`src/rtl/fetch_unit_if.sv`:
```
// Fetch unit bus bundle: instruction memory req/ack, decode valid/ready,
// execute redirect and the misalignment fault flag.
interface fetch_unit_if;
    logic        o_imem_req;
    logic [31:0] o_imem_addr;
    logic        i_imem_ack;
    logic [31:0] i_imem_data;
    logic        o_valid;
    logic        i_ready;
    logic [31:0] o_inst;
    logic [31:0] o_pc;
    logic        i_redirect;
    logic [31:0] i_redirect_pc;
    logic        o_fault;

    // Fetch unit side
    modport master (
        output o_imem_req, o_imem_addr,
        input  i_imem_ack, i_imem_data,
        output o_valid, o_inst, o_pc,
        input  i_ready,
        input  i_redirect, i_redirect_pc,
        output o_fault
    );

    // Memory / decode / execute side
    modport slave (
        input  o_imem_req, o_imem_addr,
        output i_imem_ack, i_imem_data,
        input  o_valid, o_inst, o_pc,
        output i_ready,
        output i_redirect, i_redirect_pc,
        input  o_fault
    );
endinterface

```
`src/rtl/fetch_unit.sv`:
```
// Instruction fetch stage: owns the fetch PC, issues word reads over req/ack,
// buffers up to two {pc, inst} entries for decode and handles redirects.
// Optional feature macro: FETCH_MISALIGN_TRAP_EN (misaligned redirect halts
// fetch and raises o_fault instead of silently aligning the target).
module fetch_unit #(
    parameter logic [31:0] RESET_PC = 32'h0000_0000
) (
    input  logic          i_clk,
    input  logic          i_rst,
    fetch_unit_if.master  bus
);
    localparam int unsigned XLEN = 32;

    typedef struct packed {
        logic [XLEN-1:0] pc;
        logic [XLEN-1:0] inst;
    } entry_t;

`ifdef FETCH_MISALIGN_TRAP_EN
    typedef enum logic [1:0] {RUN, WAIT_SPACE, DISCARD, HALT} state_e;
`else
    typedef enum logic [1:0] {RUN, WAIT_SPACE, DISCARD} state_e;
`endif

    state_e          state_q, state_d;
    entry_t          q0_q, q0_d, q1_q, q1_d;
    logic [1:0]      count_q, count_d;
    logic [XLEN-1:0] addr_q, addr_d;
    logic [XLEN-1:0] tgt_q, tgt_d;
    logic            req_q, req_d;
    logic            valid_q, valid_d;
    logic            ack, pop, pending, push;
    logic [XLEN-1:0] redir_tgt;
    entry_t          new_entry;
`ifdef FETCH_MISALIGN_TRAP_EN
    logic            fault_q, fault_d;
    logic            halt_pend_q, halt_pend_d;
    logic            misaligned;
`endif

    assign ack       = req_q && bus.i_imem_ack;
    assign pop       = valid_q && bus.i_ready;
    assign pending   = req_q && !bus.i_imem_ack;
    assign new_entry = '{pc: addr_q, inst: bus.i_imem_data};

`ifdef FETCH_MISALIGN_TRAP_EN
    assign misaligned = bus.i_redirect_pc[1:0] != 2'b00;
    assign redir_tgt  = bus.i_redirect_pc;
`else
    assign redir_tgt  = bus.i_redirect_pc & ~XLEN'(3);
`endif

    // Next-state, queue and registered-output computation
    always_comb begin
        state_d = state_q;
        q0_d    = q0_q;
        q1_d    = q1_q;
        count_d = count_q;
        addr_d  = addr_q;
        tgt_d   = tgt_q;
        push    = 1'b0;
`ifdef FETCH_MISALIGN_TRAP_EN
        halt_pend_d = halt_pend_q;
`endif
        if (bus.i_redirect) begin
            count_d = 2'd0;
            if (pending) begin
                state_d = DISCARD;
                tgt_d   = redir_tgt;
            end else begin
                state_d = RUN;
                addr_d  = redir_tgt;
            end
`ifdef FETCH_MISALIGN_TRAP_EN
            halt_pend_d = 1'b0;
            if (misaligned) begin
                q0_d.pc = bus.i_redirect_pc;
                if (pending) begin
                    halt_pend_d = 1'b1;
                end else begin
                    state_d = HALT;
                end
            end
`endif
        end else begin
            case (state_q)
                RUN: begin
                    if (ack) begin
                        push   = 1'b1;
                        addr_d = addr_q + XLEN'(4);
                    end
                end
                WAIT_SPACE: begin
                    if (pop) state_d = RUN;
                end
                DISCARD: begin
                    if (ack) begin
                        addr_d  = tgt_q;
                        state_d = RUN;
`ifdef FETCH_MISALIGN_TRAP_EN
                        if (halt_pend_q) begin
                            state_d     = HALT;
                            halt_pend_d = 1'b0;
                        end
`endif
                    end
                end
                default: ;
            endcase
            if (pop) q0_d = q1_q;
            if (push) begin
                if (count_q == 2'd0 || (count_q == 2'd1 && pop)) begin
                    q0_d = new_entry;
                end else begin
                    q1_d = new_entry;
                end
            end
            count_d = count_q + 2'(push) - 2'(pop);
            if (state_q == RUN && count_d == 2'd2) state_d = WAIT_SPACE;
        end
        req_d   = (state_d == RUN) || (state_d == DISCARD);
        valid_d = count_d != 2'd0;
`ifdef FETCH_MISALIGN_TRAP_EN
        fault_d = state_d == HALT;
`endif
    end

    // State and output registers with synchronous reset
    always_ff @(posedge i_clk) begin
        if (i_rst) begin
            state_q <= RUN;
            q0_q    <= '{pc: RESET_PC, inst: XLEN'(0)};
            q1_q    <= '{pc: RESET_PC, inst: XLEN'(0)};
            count_q <= 2'd0;
            addr_q  <= RESET_PC;
            tgt_q   <= RESET_PC;
            req_q   <= 1'b0;
            valid_q <= 1'b0;
`ifdef FETCH_MISALIGN_TRAP_EN
            fault_q     <= 1'b0;
            halt_pend_q <= 1'b0;
`endif
        end else begin
            state_q <= state_d;
            q0_q    <= q0_d;
            q1_q    <= q1_d;
            count_q <= count_d;
            addr_q  <= addr_d;
            tgt_q   <= tgt_d;
            req_q   <= req_d;
            valid_q <= valid_d;
`ifdef FETCH_MISALIGN_TRAP_EN
            fault_q     <= fault_d;
            halt_pend_q <= halt_pend_d;
`endif
        end
    end

    assign bus.o_imem_req  = req_q;
    assign bus.o_imem_addr = addr_q;
    assign bus.o_valid     = valid_q;
    assign bus.o_inst      = q0_q.inst;
    assign bus.o_pc        = q0_q.pc;
`ifdef FETCH_MISALIGN_TRAP_EN
    assign bus.o_fault     = fault_q;
`else
    assign bus.o_fault     = 1'b0;
`endif
endmodule

```
`src/flat_wrapper.sv`:
```
// flat-port wrapper written by rule: the top's interface ports become plain ports
module fetch_unit_flat 
#(
    parameter logic [31:0] RESET_PC = 32'h0000_0000
)
  (i_clk, i_rst, bus_o_imem_req, bus_o_imem_addr, bus_i_imem_ack, bus_i_imem_data, bus_o_valid, bus_o_inst, bus_o_pc, bus_i_ready, bus_i_redirect, bus_i_redirect_pc, bus_o_fault);
  fetch_unit_if bus_i ();
  input  logic i_clk;
  input  logic i_rst;
  output wire logic [$bits(bus_i.o_imem_req)-1:0] bus_o_imem_req;
  output wire logic [$bits(bus_i.o_imem_addr)-1:0] bus_o_imem_addr;
  input wire logic [$bits(bus_i.i_imem_ack)-1:0] bus_i_imem_ack;
  input wire logic [$bits(bus_i.i_imem_data)-1:0] bus_i_imem_data;
  output wire logic [$bits(bus_i.o_valid)-1:0] bus_o_valid;
  output wire logic [$bits(bus_i.o_inst)-1:0] bus_o_inst;
  output wire logic [$bits(bus_i.o_pc)-1:0] bus_o_pc;
  input wire logic [$bits(bus_i.i_ready)-1:0] bus_i_ready;
  input wire logic [$bits(bus_i.i_redirect)-1:0] bus_i_redirect;
  input wire logic [$bits(bus_i.i_redirect_pc)-1:0] bus_i_redirect_pc;
  output wire logic [$bits(bus_i.o_fault)-1:0] bus_o_fault;
  assign bus_o_imem_req = bus_i.o_imem_req;
  assign bus_o_imem_addr = bus_i.o_imem_addr;
  assign bus_i.i_imem_ack = bus_i_imem_ack;
  assign bus_i.i_imem_data = bus_i_imem_data;
  assign bus_o_valid = bus_i.o_valid;
  assign bus_o_inst = bus_i.o_inst;
  assign bus_o_pc = bus_i.o_pc;
  assign bus_i.i_ready = bus_i_ready;
  assign bus_i.i_redirect = bus_i_redirect;
  assign bus_i.i_redirect_pc = bus_i_redirect_pc;
  assign bus_o_fault = bus_i.o_fault;
  fetch_unit #(.RESET_PC(RESET_PC)) u_core (.i_clk(i_clk), .i_rst(i_rst), .bus(bus_i));
endmodule
```
`config.mk`:
```
export PLATFORM = sky130hd
export DESIGN_NAME = fetch_unit_flat
export DESIGN_NICKNAME = d
export VERILOG_FILES = /design/src/rtl/fetch_unit_if.sv /design/src/rtl/fetch_unit.sv /design/src/flat_wrapper.sv
export SDC_FILE = /design/constraint.sdc
export NUM_CORES = 1
export LEC_CHECK = 0
export CAP_MARGIN = 20
export CORE_MARGIN = 5
export CORE_UTILIZATION = 45
export DETAILED_ROUTE_END_ITERATION = 7
export PLACE_DENSITY = 0.71
export SLEW_MARGIN = 20
export SYNTH_ARGS = -nofsm -noshare
export SYNTH_HDL_FRONTEND = slang
export SYNTH_SLANG_ARGS = --single-unit
```
`constraint.sdc`:
```
create_clock -name i_clk -period 3.2 [get_ports i_clk]
set_clock_uncertainty 0.2 [all_clocks]
set_input_delay 0.32 -clock i_clk [delete_from_list [all_inputs] [get_ports i_clk]]
set_output_delay 0.32 -clock i_clk [all_outputs]
set_load 0.02 [all_outputs]
```
==> impl_metrics.toml, run 1 <==
[floorplanning]
coreArea_sq_um = 18900
initial_utilization = 0.460
fp.dieH_microns = 149
rows = 50
fp.dieArea_sq_um = 22200
die_w_microns = 149
io_pins = 168

[critical_path]
cp_num_buf_inv = 0
r2r_cells = 5
arrival_ns = 2.62
r2r_end = "u_core.bus.o_imem_addr[21]"
cp_top_family = "simple AND/OR/NAND/NOR gates"
crit_chain = "nand3_1, or3_1, nor2b_2, mux2_2, a31oi_1"
required_ns = 3.35
crit_cells = 5
crit_path_start_kind = "register"
reg2reg_slack_ns = 0.73
end_kind = "register"
max_stage_delay_ns = 0.57
cpMaxStageDelayCell = "dfxtp_1"
criticalPathCategory = "reg -> reg"
path_max_fanout = 7
timing.rr.start = "u_core.bus.o_imem_addr[8]"

[worst_hold_path]
whs_path_depth = 2
holdPathEnd = "u_core.tgt_q[23]"
worst_hold_startpoint = "i_rst"
hp-class = "in -> reg"

[grt]
antenna_found_initial = 0
grt_pass1_vias = 7356
grt_max_degree = 81
track_usage = 0.217
overflow = 0
grt_pass1_wl_microns = 39100

[synth]
seq_area_frac_synth = 0.442
ys_ff_latch = 192
netlist_area_sq_um = 8700
synth_cell_types = 60
yosys_warnings = 0
synth_area_per_cell_sq_um = 8.02
synth_cells = 1084
synth-main-ff-cell = "dfxtp_1"
synth-async-reset-ratio = 0
synth_edf_count = 0

[routing]
route.detailed.drc = 0
drt_iter0_drc = 696
wl_per_cell_microns = 16.5
drtPass1Iterations = 5
wirelength_microns = 24200
postRouteAntennaNets = 0
routed_via_density = 5.45
num_vias = 8007

[cts]
cts_resized = 0
cts_root_buffer = "clkbuf_16"
clk_latency_ns = 0.43
clk_pin_slew_worst_paths_ns = 0.07
cts_tree = "built"
cts_post_setup_buffers_inserted = 0
cts_made_buffers = 17
ctsHoldBuffers = 0
max-clock-path-buffers = 2
clock-sinks = 192
htree_levels = 4

[pwr]
p_leak_nw = 3.66
p_per_area_nw_per_um2 = 520
peakVddDrop_uv = 383

[final_layout]
diodes = 0
fin_nets = 1271
area_growth_pct = 27.6
final_area_sq_um = 11100
drive_gt1_frac = 0.0669

[placed_design]
pre_cts_ws_ns = 0.492
placed_area_sq_um = 10500
post-dp-hpwl_microns = 16200
place.gp.congestion = 0.815
numPortBuffers = 162

[flow_run]
cap_violations = 0

[sta]
hold_violations = 0
setup_viol = 0
rsz0062_at_grt = "false"
setup_tns_ns = 0
final.period_utilization = 0.772
drv_slew = 0
holdWs_ns = 0.0692
fmax_mhz = 405
slew-limit-headroom = 0.531
fin_ws_ns = 0.731
worst_pin_slew_ns = 0.704
post-route-min-period_ns = 2.47

[status]
outcome = "complete, no violations"
-- worst register-to-register path: cells and delay by family, from the launching register on --
family	cells	cell delay (ns)
mux	1	0.36
compound gates	1	0.12
simple gates	3	1.14
flops	1	0.57
-- layout make-up --
cell class	instances	area [sq um]
fill	1791	7800
multi-input combinational	781	4410
sequential	192	3840
timing repair buffer	191	1870
clock buffer	19	443
tap	260	325
clock inverter	13	151
inverter	14	52.6
-- layer usage --
| metal | wire (microns) | global-route usage |
|---|---|---|
| met4 | 562 | 0.0636 |
| met1 | 11200 | 0.301 |
| met5 | 0 | 0 |
| met3 | 1660 | 0.0419 |
| met2 | 10800 | 0.344 |
-- worst max path at each step --
stage,end,slack (ns),from
CTS,u_core.bus.o_imem_addr[21],0.74,u_core.bus.o_imem_addr[8]
detailed placement,u_core.bus.o_pc[24],0.49,bus_i_ready
global route,u_core.bus.o_pc[15],0.57,u_core.state_q[0]
finish,u_core.bus.o_imem_addr[21],0.73,u_core.bus.o_imem_addr[8]
floorplan,u_core.bus.o_imem_addr[18],0.92,u_core.bus.o_imem_addr[2]
global placement,u_core.bus.o_pc[24],0.54,bus_i_ready
-- per-stage QoR --
step,cells,utilization,total power [mW]
after global routing,1470,0.587,6.00
after floorplan,1086,-,3.21
after CTS,1470,0.587,5.81
final,1470,0.587,5.77
after detailed placement,1438,0.556,3.66
after global placement,1438,0.556,3.64
-- sequential cells by signal (all words and copies together) (netlist names) --
signal and flops:
u_core.q1_q 62, u_core.bus.o_inst 32, u_core.bus.o_pc 32, u_core.bus.o_imem_addr 30, u_core.tgt_q 30, u_core.count_q 2, u_core.state_q 2, u_core.bus.o_imem_req 1
u_core.bus.o_valid 1
-- cells by family (layout without fill, tap and decap cells) --
group                    count (synthesis)  count (layout)  share of synthesized area
AND/OR/NAND/NOR                        426             426                      0.217
buffers and inverters                  113             237                     0.0547
flip-flops                             192             192                      0.442
AO/OA/AOI/OAI                          273             273                      0.194
multiplexers                            67              67                     0.0774
other                                    1               3                   0.000431
XOR/XNOR                                 7               7                    0.00705
adder cells (fa/ha/maj)                  5               5                    0.00719
-- power breakdown --
part	leakage (nW)	switching (mW)	internal (mW)
registers	1.56	0.120	2.50
logic	1.82	0.542	0.439
clock network	0.282	0.973	1.19
-- cells in the mapped netlist, types with 8 or more instances --
| master | count | area (sq um) |
|---|---|---|
| o21ai_0 | 25 | 125 |
| nand4_1 | 12 | 75.1 |
| clkbuf_1 | 59 | 221 |
| a21oi_1 | 129 | 646 |
| a211oi_1 | 74 | 556 |
| nor3_1 | 11 | 55.1 |
| and3_1 | 8 | 50.1 |
| mux2i_1 | 65 | 651 |
| nand2_1 | 233 | 875 |
| buf_2 | 31 | 155 |
| nand3_1 | 19 | 95.1 |
| inv_1 | 14 | 52.6 |
| dfxtp_1 | 192 | 3840 |
| nor2_1 | 93 | 349 |
-- layout by cell type, fill, tap and decap left out, types with 10 or more instances in the layout --
| master | instances |
|---|---|
| nand2_1 | 233 |
| dfxtp_1 | 192 |
| clkdlybuf4s50_1 | 160 |
| a21oi_1 | 129 |
| nor2_1 | 92 |
| a211oi_1 | 74 |
| mux2i_1 | 65 |
| buf_4 | 26 |
| o21ai_0 | 25 |
| nand3_1 | 19 |
| clkbuf_16 | 17 |
| inv_1 | 14 |
| nand4_1 | 12 |
| nor3_1 | 10 |
Power figures use the tool's default switching activity.
==> run 2, diff against run 1 <==
==> constraint.sdc (replaced) <==
create_clock -name i_clk -period 2.5 [get_ports i_clk]
set_clock_uncertainty 0.2 [all_clocks]
set_input_delay 0.25 -clock i_clk [delete_from_list [all_inputs] [get_ports i_clk]]
set_output_delay 0.25 -clock i_clk [all_outputs]
set_load 0.02 [all_outputs]
==> impl_metrics.toml, run 2 (synthesis results as in run 1) <==
[sta]
fmax_mhz = 429
worst_pin_slew_ns = 0.693
rsz0062_at_grt = "false"
drv_slew = 0
slew-limit-headroom = 0.538
hold_violations = 0
post-route-min-period_ns = 2.33
setup_viol = 0
setup_tns_ns = 0
final.period_utilization = 0.933

[floorplanning]
rows = 50
coreArea_sq_um = 18900
fp.dieH_microns = 149
io_pins = 168
die_w_microns = 149
fp.dieArea_sq_um = 22200
initial_utilization = 0.460

[routing]
drt_iter0_drc = 620
wl_met1_microns = 11400
wl_met2_microns = 11200
postRouteAntennaNets = 0
dr.max_layer_used = "met4"
num_vias = 8133
routed_via_density = 5.42
dr_wl_met3_microns = 1450
wirelength_microns = 24600
drtPass1Iterations = 5
route.detailed.drc = 0
wl_per_cell_microns = 16.4

[flow_run]
cap_violations = 0

[final_layout]
largest_register_ffs = 62
drive_gt1_frac = 0.0889
regMostFlops = "u_core.q1_q"
fill_cells = 1708
mostFrequentLayoutCell = "nand2_1"
area_growth_pct = 31.0
fin_nets = 1299
layout_common_cells = "233 x nand2_1, 192 x dfxtp_1, 160 x clkdlybuf4s50_1, 129 x a21oi_1, 92 x nor2_1"

[status]
outcome = "complete, no violations"

[critical_path]
criticalPathCategory = "reg -> reg"
end_kind = "register"
path_max_fanout = 42
crit_path_start_kind = "register"
arrival_ns = 2.49
r2r_cells = 7
required_ns = 2.66

[grt]
antenna_found_initial = 2
grt_pass1_vias = 7261
track_usage = 0.213
grt_max_degree = 57
overflow = 0
grt_pass1_wl_microns = 38500

[worst_hold_path]
whs_path_depth = 2
hp-class = "in -> reg"

[cts]
clock-sinks = 192
htree_levels = 4
cts_post_setup_buffers_inserted = 0
max-clock-path-buffers = 2
cts_resized = 0
cts_tree = "built"
clk_latency_ns = 0.43
cts_root_buffer = "clkbuf_16"
ctsHoldBuffers = 0
clk_pin_slew_worst_paths_ns = 0.07
cts_made_buffers = 17

[pwr]
finalPower_mw = 7.36
p_leak_nw = 3.82
peakVddDrop_uv = 446
p_per_area_nw_per_um2 = 646

[placed_design]
numPortBuffers = 162
place.gp.congestion = 0.840
post-dp-hpwl_microns = 16600
-- run 2: cell count changes in the layout (fill, tap and decap cells not counted) --
| cell | before | now |
|---|---|---|
| buf_4 | 26 | 47 |
| buf_12 | 3 | 8 |
| clkbuf_16 | 17 | 19 |
| diode_2 | 0 | 2 |
| inv_8 | 1 | 3 |
| bufinv_16 | 2 | 1 |
| clkbuf_1 | 1 | 0 |
| clkbuf_8 | 1 | 0 |
| clkinvlp_4 | 3 | 4 |
-- run 2: power by group --
part | switching, mW | leakage (nW) | internal (mW)
combinational | 0.757 | 1.99 | 0.620
sequential | 0.111 | 1.56 | 3.21
clock | 1.27 | 0.272 | 1.41
-- run 2: metal layers --
metal | global-route usage | up-vias
met2 | 0.326 | 253
met5 | 0 | -
met1 | 0.301 | 3791
met3 | 0.0419 | 33
met4 | 0.0737 | 0
li1 | - | 4056
-- run 2: worst paths after layout --
path | endpoint | slack (ns) | from
setup / recovery | u_core.bus.o_imem_addr[28] | 0.17 | u_core.state_q[0]
hold / removal | u_core.tgt_q[18] | 0.02 | i_rst
setup reg to reg | u_core.bus.o_imem_addr[28] | 0.17 | u_core.state_q[0]
hold reg to reg | u_core.tgt_q[16] | 0.25 | u_core.tgt_q[16]
-- run 2: cell type report --
| cell class | instances | area, sq um | area share |
|---|---|---|---|
| clock inverters | 15 | 151 | 0.0133 |
| inverters | 14 | 52.6 | 0.00461 |
| flip-flops and latches | 192 | 3840 | 0.337 |
| clock buffers | 17 | 425 | 0.0373 |
| well taps | 260 | 325 | 0.0286 |
| repair buffers | 219 | 2180 | 0.191 |
| multi-input cells | 781 | 4410 | 0.387 |
| diodes | 2 | 5.00 | 0.000439 |
-- run 2: per-stage QoR --
step	std cells	worst slack, ns	instance area (sq um)	util	hold WS (ns)
global route	1500	0.0164	11400	0.603	0.0310
floorplan	1086	0.217	8700	-	0.186
global placement	1460	0.110	10700	0.568	0.237
CTS	1492	0.142	11300	0.598	0.00841
finish	1500	0.168	11400	0.603	0.0220
detailed placement	1460	0.0362	10700	0.568	0.244
-- run 2: critical path: stages, from the launching register on --
cell     delay (ns)
dfxtp_1        0.37
inv_1          0.08
ha_1           0.24
buf_4          0.26
nor2_1         0.56
nand2_1        0.10
mux2_2         0.28
a21oi_1        0.14
==> run 3, diff against run 2 <==
--- a/config.mk
+++ b/config.mk
@@ -7,9 +7,9 @@
 export LEC_CHECK = 0
 export CAP_MARGIN = 20
 export CORE_MARGIN = 5
-export CORE_UTILIZATION = 45
+export CORE_UTILIZATION = 52
 export DETAILED_ROUTE_END_ITERATION = 7
-export PLACE_DENSITY = 0.71
+export PLACE_DENSITY = 0.8
 export SLEW_MARGIN = 20
 export SYNTH_ARGS = -nofsm -noshare
 export SYNTH_HDL_FRONTEND = slang
==> impl_metrics.toml, run 3 (synthesis results as in run 1) <==
[cts]
max-clock-path-buffers = 2
cts_made_buffers = 17
htree_levels = 4
cts_root_buffer = "clkbuf_16"
clk_pin_slew_worst_paths_ns = 0.06
clk_latency_ns = 0.43
clock-sinks = 192
cts_tree = "built"

[final_layout]
fill_cells = 1305
largest_register_ffs = 62
fin_nets = 1300
layout_common_cells = "233 x nand2_1, 192 x dfxtp_1, 160 x clkdlybuf4s50_1, 129 x a21oi_1, 92 x nor2_1"
drive_gt1_frac = 0.0858
diodes = 0
final_cells = 1456
regMostFlops = "u_core.q1_q"
post-route-util = 0.684
area_growth_pct = 30.0
mostFrequentLayoutCell = "nand2_1"

[grt]
overflow = 0
track_usage = 0.239
grt_pass1_wl_microns = 38800
grt_max_degree = 78
grt_pass1_vias = 7573
antenna_found_initial = 0

[placed_design]
numPortBuffers = 162
dp_cells = 1422
place.gp.congestion = 0.893
post-dp-hpwl_microns = 16200
pre_cts_ws_ns = -0.0131

[sta]
hold_violations = 0
fin_ws_ns = 0.112
rsz0062_at_grt = "false"
worst_pin_slew_ns = 0.697
fmax_mhz = 419
setup_viol = 0
post-route-min-period_ns = 2.39
setup_tns_ns = 0
slew-limit-headroom = 0.535
final.period_utilization = 0.955
drv_slew = 0

[critical_path]
cp-endpoint = "u_core.bus.o_imem_addr[21]"
required_ns = 2.63
crit_start = "u_core.state_q[0]"
timing.rr.start = "u_core.state_q[0]"
r2r_end = "u_core.bus.o_imem_addr[21]"
reg2reg_slack_ns = 0.11
r2r_cells = 7
end_kind = "register"
criticalPathCategory = "reg -> reg"
arrival_ns = 2.52
path_max_fanout = 9
crit_path_start_kind = "register"

[worst_hold_path]
hp-class = "in -> reg"

[floorplanning]
rows = 47
die_w_microns = 139
fp.dieArea_sq_um = 19400
initial_utilization = 0.526
io_pins = 168
fp.dieH_microns = 139
coreArea_sq_um = 16500

[pwr]
p_seq_frac = 0.454
finalPower_mw = 7.32
switching_share = 0.275
switchingPower_mw = 2.01
combPwrFrac = 0.187
p_leak_nw = 3.82
p_int_mw = 5.31
p_per_area_nw_per_um2 = 647
peakVddDrop_uv = 509
clockPowerShare = 0.360

[status]
outcome = "complete, no violations"

[routing]
drtPass1Iterations = 5
postRouteAntennaNets = 0
wl_per_cell_microns = 16.8
wirelength_microns = 24500
routed_via_density = 5.68
num_vias = 8274
route.detailed.drc = 0
drt_iter0_drc = 675

[flow_run]
cap_violations = 0
## run 3: what timing repair did
action / in CTS / in global routing
buffers inserted: 0 / 2
endpoints found under the hold margin: 16 / 0
hold buffers: 1 / 0
setup endpoints to repair: 0 / 2
resized for setup: 0 / 0
## run 3: how the worst min path moves through the flow
| stage | start | to | slack (ns) | cells after the start |
|---|---|---|---|---|
| floorplan | bus_i_redirect_pc[14] | u_core.tgt_q[14] | 0.19 | 2 |
| global placement | u_core.tgt_q[22] | u_core.tgt_q[22] | 0.24 | 2 |
| detailed placement | u_core.tgt_q[16] | u_core.tgt_q[16] | 0.25 | 2 |
| CTS | bus_i_redirect | u_core.count_q[1] | 0.09 | 2 |
| global route | bus_i_redirect | u_core.count_q[1] | 0.14 | 2 |
| finish | bus_i_redirect | u_core.count_q[1] | 0.12 | 2 |
## run 3: area by class of cell
cell class | count | area, sq um | area share
clock buffers | 19 | 443 | 0.0392
clock inverters | 10 | 114 | 0.0101
inverters | 14 | 52.6 | 0.00465
multi-input cells | 781 | 4410 | 0.390
flip-flops and latches | 192 | 3840 | 0.340
well taps | 220 | 275 | 0.0244
repair buffers | 220 | 2170 | 0.192
## run 3: power by group through the flow
stage | Combinational, mW | Sequential (mW) | Clock (mW)
2_1_floorplan | 0.590 | 3.52 | 0
3_3_place_gp | 1.31 | 3.38 | 0
3_5_place_dp | 1.33 | 3.38 | 0
4_1_cts | 1.34 | 3.32 | 2.66
5_1_grt | 1.47 | 3.34 | 2.79
6_report | 1.37 | 3.32 | 2.63
## run 3: routing by layer
layer,track usage,up-vias,share of wire
met5,0,-,0
met4,0.0778,0,0.023
met3,0.0501,49,0.079
met2,0.388,325,0.47
met1,0.321,3857,0.42
li1,-,4043,-
## run 3: worst max-delay path: stages (launching register included)
cell and delay, ns:
dfxtp_1 0.36, inv_1 0.07, ha_1 0.23, buf_4 0.17, or2_2 0.36, or4_1 0.42, mux2_2 0.29, a31oi_1 0.20
## run 3: through the flow
| step | hold WS (ns) | cell area (sq um) |
|---|---|---|
| floorplan | 0.186 | 8700 |
| global placement | 0.237 | 10700 |
| detailed placement | 0.245 | 10700 |
| CTS | 0.0883 | 11200 |
| global route | 0.142 | 11300 |
| finish | 0.115 | 11300 |
